<file path="config.mk">
export PLATFORM = sky130hd
export DESIGN_NAME = axicb_wch_router
export DESIGN_NICKNAME = d
export VERILOG_FILES = /design/src/rtl/axicb_wch_router.sv
export SDC_FILE = /design/constraint.sdc
export NUM_CORES = 1
export LEC_CHECK = 0
export ABC_CLOCK_PERIOD_IN_PS = 3400
export BUFFER_PORTS_ARGS = -buffer_cell sky130_fd_sc_hd__buf_2
export CAP_MARGIN = 20
export CELL_PAD_IN_SITES_DETAIL_PLACEMENT = 1
export CELL_PAD_IN_SITES_GLOBAL_PLACEMENT = 1
export CORE_AREA = 2 2 90 49
export CTS_CLUSTER_DIAMETER = 200
export DETAILED_ROUTE_END_ITERATION = 8
export DIE_AREA = 0 0 92 51
export GPL_ROUTABILITY_DRIVEN = 0
export PLACE_DENSITY = 0.78
export SYNTH_ARGS = -nofsm -noshare
export SYNTH_HDL_FRONTEND = slang
export SYNTH_SLANG_ARGS = --single-unit
export TNS_END_PERCENT = 20
</file>
<file path="constraint.sdc">
create_clock -name aclk -period 3.4 [get_ports aclk]
set_clock_uncertainty 0.05 [all_clocks]
set_input_delay 0.68 -clock aclk [delete_from_list [all_inputs] [get_ports aclk]]
set_output_delay 0.68 -clock aclk [all_outputs]
set_load 0.02 [all_outputs]
</file>
<file path="src/rtl/axicb_wch_router.sv">
// W-channel ordering stage: logs the granted master on each AW handshake and
// routes write-data beats only from the master at the head of that log.
module axicb_wch_router #(
  parameter int MST_NB      = 4,
  parameter int WCH_W       = 8,
  parameter int OSTDREQ_NUM = 4
) (
  input  logic                    aclk,
  input  logic                    aresetn,
  input  logic                    srst,
  input  logic [MST_NB-1:0]       aw_grant,
  input  logic                    aw_hs,
  output logic                    aw_full,
  output logic                    empty,
  input  logic [MST_NB-1:0]       i_wvalid,
  output logic [MST_NB-1:0]       i_wready,
  input  logic [MST_NB-1:0]       i_wlast,
  input  logic [MST_NB*WCH_W-1:0] i_wch,
  output logic                    o_wvalid,
  input  logic                    o_wready,
  output logic                    o_wlast,
  output logic [WCH_W-1:0]        o_wch
);

  localparam int IDX_W = (MST_NB > 1) ? $clog2(MST_NB) : 1;
  localparam int PTR_W = $clog2(OSTDREQ_NUM);
  localparam int CNT_W = PTR_W + 1;

  logic [IDX_W-1:0] mem_q [OSTDREQ_NUM];
  logic [PTR_W-1:0] wptr_q, wptr_d;
  logic [PTR_W-1:0] rptr_q, rptr_d;
  logic [CNT_W-1:0] cnt_q, cnt_d;
  logic [IDX_W-1:0] push_idx;
  logic [IDX_W-1:0] head;
  logic             push;
  logic             pop;

  assign aw_full = (cnt_q == CNT_W'(OSTDREQ_NUM));
  assign empty   = (cnt_q == '0);
  assign push    = aw_hs & ~aw_full;
  assign pop     = o_wvalid & o_wready & o_wlast;
  assign head    = mem_q[rptr_q];

  // Lowest set grant bit wins, so a malformed multi-hot grant still logs one master.
  always_comb begin
    push_idx = '0;
    for (int k = MST_NB - 1; k >= 0; k--) begin
      if (aw_grant[k]) push_idx = IDX_W'(k);
    end
  end

  always_comb begin
    o_wvalid = 1'b0;
    o_wlast  = 1'b0;
    o_wch    = '0;
    i_wready = '0;
    if (!empty) begin
      o_wvalid       = i_wvalid[head];
      o_wlast        = i_wlast[head];
      o_wch          = i_wch[head*WCH_W +: WCH_W];
      i_wready[head] = o_wready;
    end
  end

  always_comb begin
    wptr_d = wptr_q;
    rptr_d = rptr_q;
    cnt_d  = cnt_q;
    if (push) wptr_d = wptr_q + 1'b1;
    if (pop)  rptr_d = rptr_q + 1'b1;
    case ({push, pop})
      2'b10:   cnt_d = cnt_q + 1'b1;
      2'b01:   cnt_d = cnt_q - 1'b1;
      default: cnt_d = cnt_q;
    endcase
    if (srst) begin
      wptr_d = '0;
      rptr_d = '0;
      cnt_d  = '0;
    end
  end

  always_ff @(posedge aclk or negedge aresetn) begin
    if (!aresetn) begin
      wptr_q <= '0;
      rptr_q <= '0;
      cnt_q  <= '0;
    end else begin
      wptr_q <= wptr_d;
      rptr_q <= rptr_d;
      cnt_q  <= cnt_d;
    end
  end

  // Entries are only meaningful below count, so the storage itself needs no reset.
  always_ff @(posedge aclk) begin
    if (push) mem_q[wptr_q] <= push_idx;
  end

endmodule

</file>
* Word-level counts from Yosys, hierarchy flattened
Memories as Yosys holds them, arrays and structs flattened.
Index checks and enable logic that the tools add are counted.
** Cells by class
- Reductions and logical operators :: 5
- Multipliers :: 0
- Multiplexer cells :: 22
- Add/sub/neg operators :: 4
- Bitwise gates (word level) :: 5
- Div/mod/pow operators :: 0
- Magnitude comparators :: 2
- Shift-type cells :: 1
- Equal/unequal tests :: 3
** Operators with widths (count)
- $shiftx 32x6->8 :: 1
- $mux 2 :: 8
- $mux 8 :: 1
- $mux 1 :: 7
- $pmux 3 s2 :: 1
- $add 2x1->2 const B :: 2
- $and 4x4->4 :: 1
- $bmux 1 s2 :: 2
- $mux 4 :: 1
- $reduce_bool 2->1 :: 2
- $add 3x1->3 const B :: 1
- $and 1x1->1 :: 3
- $eq 3x3->1 const B :: 1
- $logic_not 3->1 :: 1
- $lt 2x3->1 const B :: 1
- $mux 3 :: 1
- $reduce_bool 3->1 :: 1
- $sub 3x1->3 const B :: 1
- $demux 1 s2 :: 1
- $eq 2x1->1 const B :: 1
- $eq 2x2->1 const B :: 1
- $ge 2x1->1 const B :: 1
- $logic_and 1x1->1 :: 1
- $not 1->1 :: 1
** Storage, ports and cells
- ROM bits :: 0
- Bits in writable memories :: 8
- Input port bits :: 49
- Output and inout port bits :: 16
- Memories :: 1
- Register bits after elaboration :: 7
- Word-level logic and storage cells :: 46
- Latch bits :: 0
** Memories
- mem_q :: depth 4, width 2, rd ports 1, clocked after memory_dff 0, wr ports 1, RTL line 29 : logic [IDX_W-1:0] mem_q [OSTDREQ_NUM];

* Logic depth before layout (Yosys ltp)
An unclocked memory read counts as a cell.
- Depth after elaboration :: 9
- Depth in mapped cells :: 11
- Gate-level depth less buffers :: 9

* Least setup slack after synthesis
OpenSTA, ideal clock, no wires.
- Path type :: register to register
- Start point :: reg rptr_q[0]
- End point :: reg cnt_q[2]
- Library setup time :: 128 ps
- Path buffers :: 1
- Data arrival time :: 2813 ps
- Stages on the path, launching flop included :: 11
- Setup slack :: 409 ps
- Data required time :: 3222 ps
- Path through :: dfrtp_1 > mux4_1 > inv_2 > mux2_2 > and2_4 > buf_6 > nor2b_1 > fa_1 > and2_1 > mux2i_1 > mux2_1
** On the way
- Cells in the longest elaborated chain, start to end :: 9
** Ends and longest elaborated chain
- from (decl) :: RTL line 31 : logic [PTR_W-1:0] rptr_q, rptr_d;
- from (signal assigned) :: RTL line 90 : rptr_q <= rptr_d;
- $mem_v2 4x2 (*)
- $bmux 1 s2 :: RTL line 58 : o_wvalid = i_wvalid[head];
- $mux 1 (not written as such) :: RTL line 58
- $mux 1 :: RTL line 57 : if (!empty) begin
- $and 1x1->1 :: RTL line 41 : assign pop = o_wvalid & o_wready & o_wlast;
- $and 1x1->1 (*) :: RTL line 41
- $eq 2x1->1 / $eq 2x2->1 (equally long branches) :: RTL line 71 : case ({push, pop})
- $pmux 3 s2 :: RTL line 71
- $mux 3 :: RTL line 76 : if (srst) begin
- to (signal assigned) :: RTL line 91 : cnt_q <= cnt_d;
- to (decl) :: RTL line 32 : logic [CNT_W-1:0] cnt_q, cnt_d;
Every way passes the cells marked *; elsewhere a longest branch is shown, timed or not. The select of a mux whose other input is x is not followed.
A chain may end at the register's enable or synchronous reset.

* Worst setup path after layout
- Start point :: reg rptr_q[0]
- End point :: out o_wvalid
** On the way
- Cells in the longest elaborated chain, start to end :: 4
** Ends and longest elaborated chain
- $mem_v2 4x2
- $bmux 1 s2 :: RTL line 58
- $mux 1 (not written as such) :: RTL line 58
- $mux 1 :: RTL line 57
- to (decl) :: RTL line 19 : output logic o_wvalid,
Every way passes these cells. The select of a mux whose other input is x is not followed.

==> metrics.md <==
| Metric | Value |
|---|---|
| Result of the run | `complete, no violations` |
| Flip-flop and latch count after synthesis | `15` |
| Die extent in y | `just over 50 um` |
| Vias in the first global route | `about 1100` |
| Starting utilization of the core area | `between 30% and 40%` |
| Clock buffer count from CTS | `3` |
| Area delta synth->final | `34.7%` |
| Final Routed Wirelength | `about 3.2 mm` |
| Minimum clock period | `3090 ps` |
| Layout net count | `about 220` |
| CP Buf/Inv Count | `2` |
| Count of antenna-violating nets left after detailed routing | `0` |
| Beginning of the critical path | `rptr_q[0]` |
| Worst Path Max Fanout | `9` |
| Post-DR wirelength/cell | `14.6 um` |
| Post-synth EDFFs | `8` |
| Initial antenna violation count | `0` |
| Worst setup path class | `reg -> out` |
| Cells along the critical path | `mux4_2, buf_4, mux4_1, nor2b_1, buf_2` |
| Worst supply voltage drop on vdd | `~0.26 mV` |
| Worst r2r path cells | `9` |
| First-pass GRT wire length | `5.44 mm` |
| Core box area | `4040 sq um` |
| Fraction of final layout cells with drive strength greater than 1 | `between 50% and 60%` |
| Cell count along the critical path | `5` |
| Maximum number of pins on one net before global-route repair | `14` |
| Number of instances in the synthesized netlist | `101` |
| Width of the chip | `just over 90 um` |
| Placement row count | `17` |
| Worst reg2reg path endpoint | `cnt_q[2]` |
| Worst setup EP type | `output port` |
| Final setup violating endpoints | `0` |
| Starting DRC count in detailed routing | `18` |
| Reg2reg start | `rptr_q[0]` |
| CTS tree | `built` |
| Synthesis Warnings | `0` |
| CTS sink count | `15` |
| FFs w/ async S/R, synth | `between 40% and 50%` |
| Post-cts resize count | `0` |
| Startpoint class of the critical path | `register` |
| Clock transition at the registers of the reported paths | `60 ps` |
| Max-cap violations | `0` |
| Setup bufs post-CTS | `0` |
| Fmax | `roughly 320 MHz` |
| Cell with the largest stage delay on the worst path | `mux4_2` |
| Global-route congestion overflow total | `0` |
| Number of port buffers | `64` |
| Transition time at the pin with the least slew margin | `between 400 and 500 ps` |
| Setup Total Neg Slack | `0 ps` |
| Post-synthesis cell area | `between 1000 and 1500 sq um` |
| Fraction of the yosys area taken by sequential cells | `34.0%` |
| Max-slew violation count | `0` |
| Detailed Place HPWL | `2.73 mm` |
| Critical path destination | `o_wvalid` |
| Leading cell type in the layout, fill and taps excluded | `buf_2` |
| Ant diodes | `0` |
| Number of remaining DRC errors | `0` |
| Hold Path Class | `in -> async` |
| H-tree depth | `1` |
| DRT Pass-1 Iters | `4` |
| Maximum clock insertion buffer count | `2` |
| Final cycle utilization of the critical path | `91.0%` |
| Cell leakage power | `0.785 nW` |
| Arr. time, crit path | `approximately 2400 ps` |
| Dominant register cell in the synthesized netlist | `edfxtp_1` |
| Worst skew pair latency | `between 200 and 300 ps` |
| Critical path's largest stage delay | `~660 ps` |
| Root Driver | `clkbuf_8` |
| R2r setup slk | `roughly 320 ps` |
| Commonest cells after routing, fill and taps aside | `64 x buf_2, 15 x nor2b_1, 9 x nor2_1, 8 x mux4_2, 8 x edfxtp_1` |
| Global-route usage over all layers | `between 10 and 15%` |
| Via count normalized by instance count | `~4.6` |
| Num ports | `65` |
| Syn_nets | `about 160` |
| Vias after detailed routing | `~1000` |
| Finished Core Util | `40.7%` |
| Die footprint | `4690 sq um` |
| CP delay by family, top | `multiplexers` |
| PwrDens | `410 nW/um^2` |
| Post-synth cell types | `30` |
| Worst path required time | `~2700 ps` |
| Setup repair after global routing missed its margin | `false` |
| Final hold vios | `0` |
| CTS Hold Buffers Added | `0` |
| Max-slew headroom at the worst pin | `a little under 70%` |
| Mean post-synth cell area | `between 10 and 15 sq um` |
## routing by layer
layer	part of all wire, %	up-vias	global-route usage (%)	routed length (um)
met5	0	-	0	0
li1	-	490	-	-
met4	0.71	0	3.73	23
met2	46	48	27.0	1510
met1	44	487	18.1	1430
met3	8.7	2	3.98	282
## cells in the mapped netlist, types with 3 or more instances
cell	instances	share of area (%)
nor3_1	4	1.6
mux4_1	4	8.6
nor2_1	9	2.8
nor2b_1	15	7.7
dfrtp_1	7	14
nand2b_1	3	1.5
edfxtp_1	8	20
inv_1	3	0.92
mux4_2	8	15
ha_1	4	4.1
mux2i_1	5	4.1
nand2_1	4	1.2
and2_1	5	2.6
## worst min path at each step
stage          slack [ps]  depth (start not counted)         to
4_1_cts               210                          1  rptr_q[1]
5_1_grt               200                          1  rptr_q[1]
3_3_place_gp          470                          1  wptr_q[1]
3_5_place_dp          480                          1  wptr_q[1]
6_report              210                          1  rptr_q[1]
2_1_floorplan         330                          0   cnt_q[0]
## final cells by class
class	instances	area, sq um
clock inverters	1	5.00
flip-flops and latches	15	415
multi-input cells	75	748
fillers	471	2390
repair buffers	68	350
inverters	4	15.0
clock buffers	3	41.3
well taps	57	71.3
## registers in the layout, indices dropped and copies added, names as in the netlist
name and cells:
cnt_q 3, wptr_q 2, rptr_q 2, mem_q 8
## through the flow
stage / area, sq um / power [mW] / hold WS, ps / setup slack (ps) / cells
floorplan: 1220 / 0.432 / 334 / 409 / 101
global placement: 1600 / 0.522 / 472 / 447 / 219
detailed placement: 1600 / 0.534 / 483 / 305 / 219
CTS: 1650 / 0.685 / 207 / 283 / 223
global route: 1650 / 0.724 / 202 / 130 / 223
finish: 1650 / 0.675 / 205 / 307 / 223
## cell families after synthesis
kind of cell	Yosys count	share of synthesized area (%)
AND/OR/NAND/NOR	45	20.2
buffers and inverters	11	4.81
flip-flops	15	34.0
XOR/XNOR	4	4.40
adder cells (fa/ha/maj)	5	5.73
multiplexers	20	30.5
AO/OA/AOI/OAI	1	0.409
## power breakdown
part           leakage (nW)  total (mW)  switching [mW]  internal [mW]
clock network        0.0255       0.148          0.0663         0.0813
registers             0.169       0.222          0.0144          0.208
logic                 0.590       0.305           0.160          0.146
total                 0.785       0.675           0.240          0.435
Note: power is estimated with default switching activity, not from simulation.
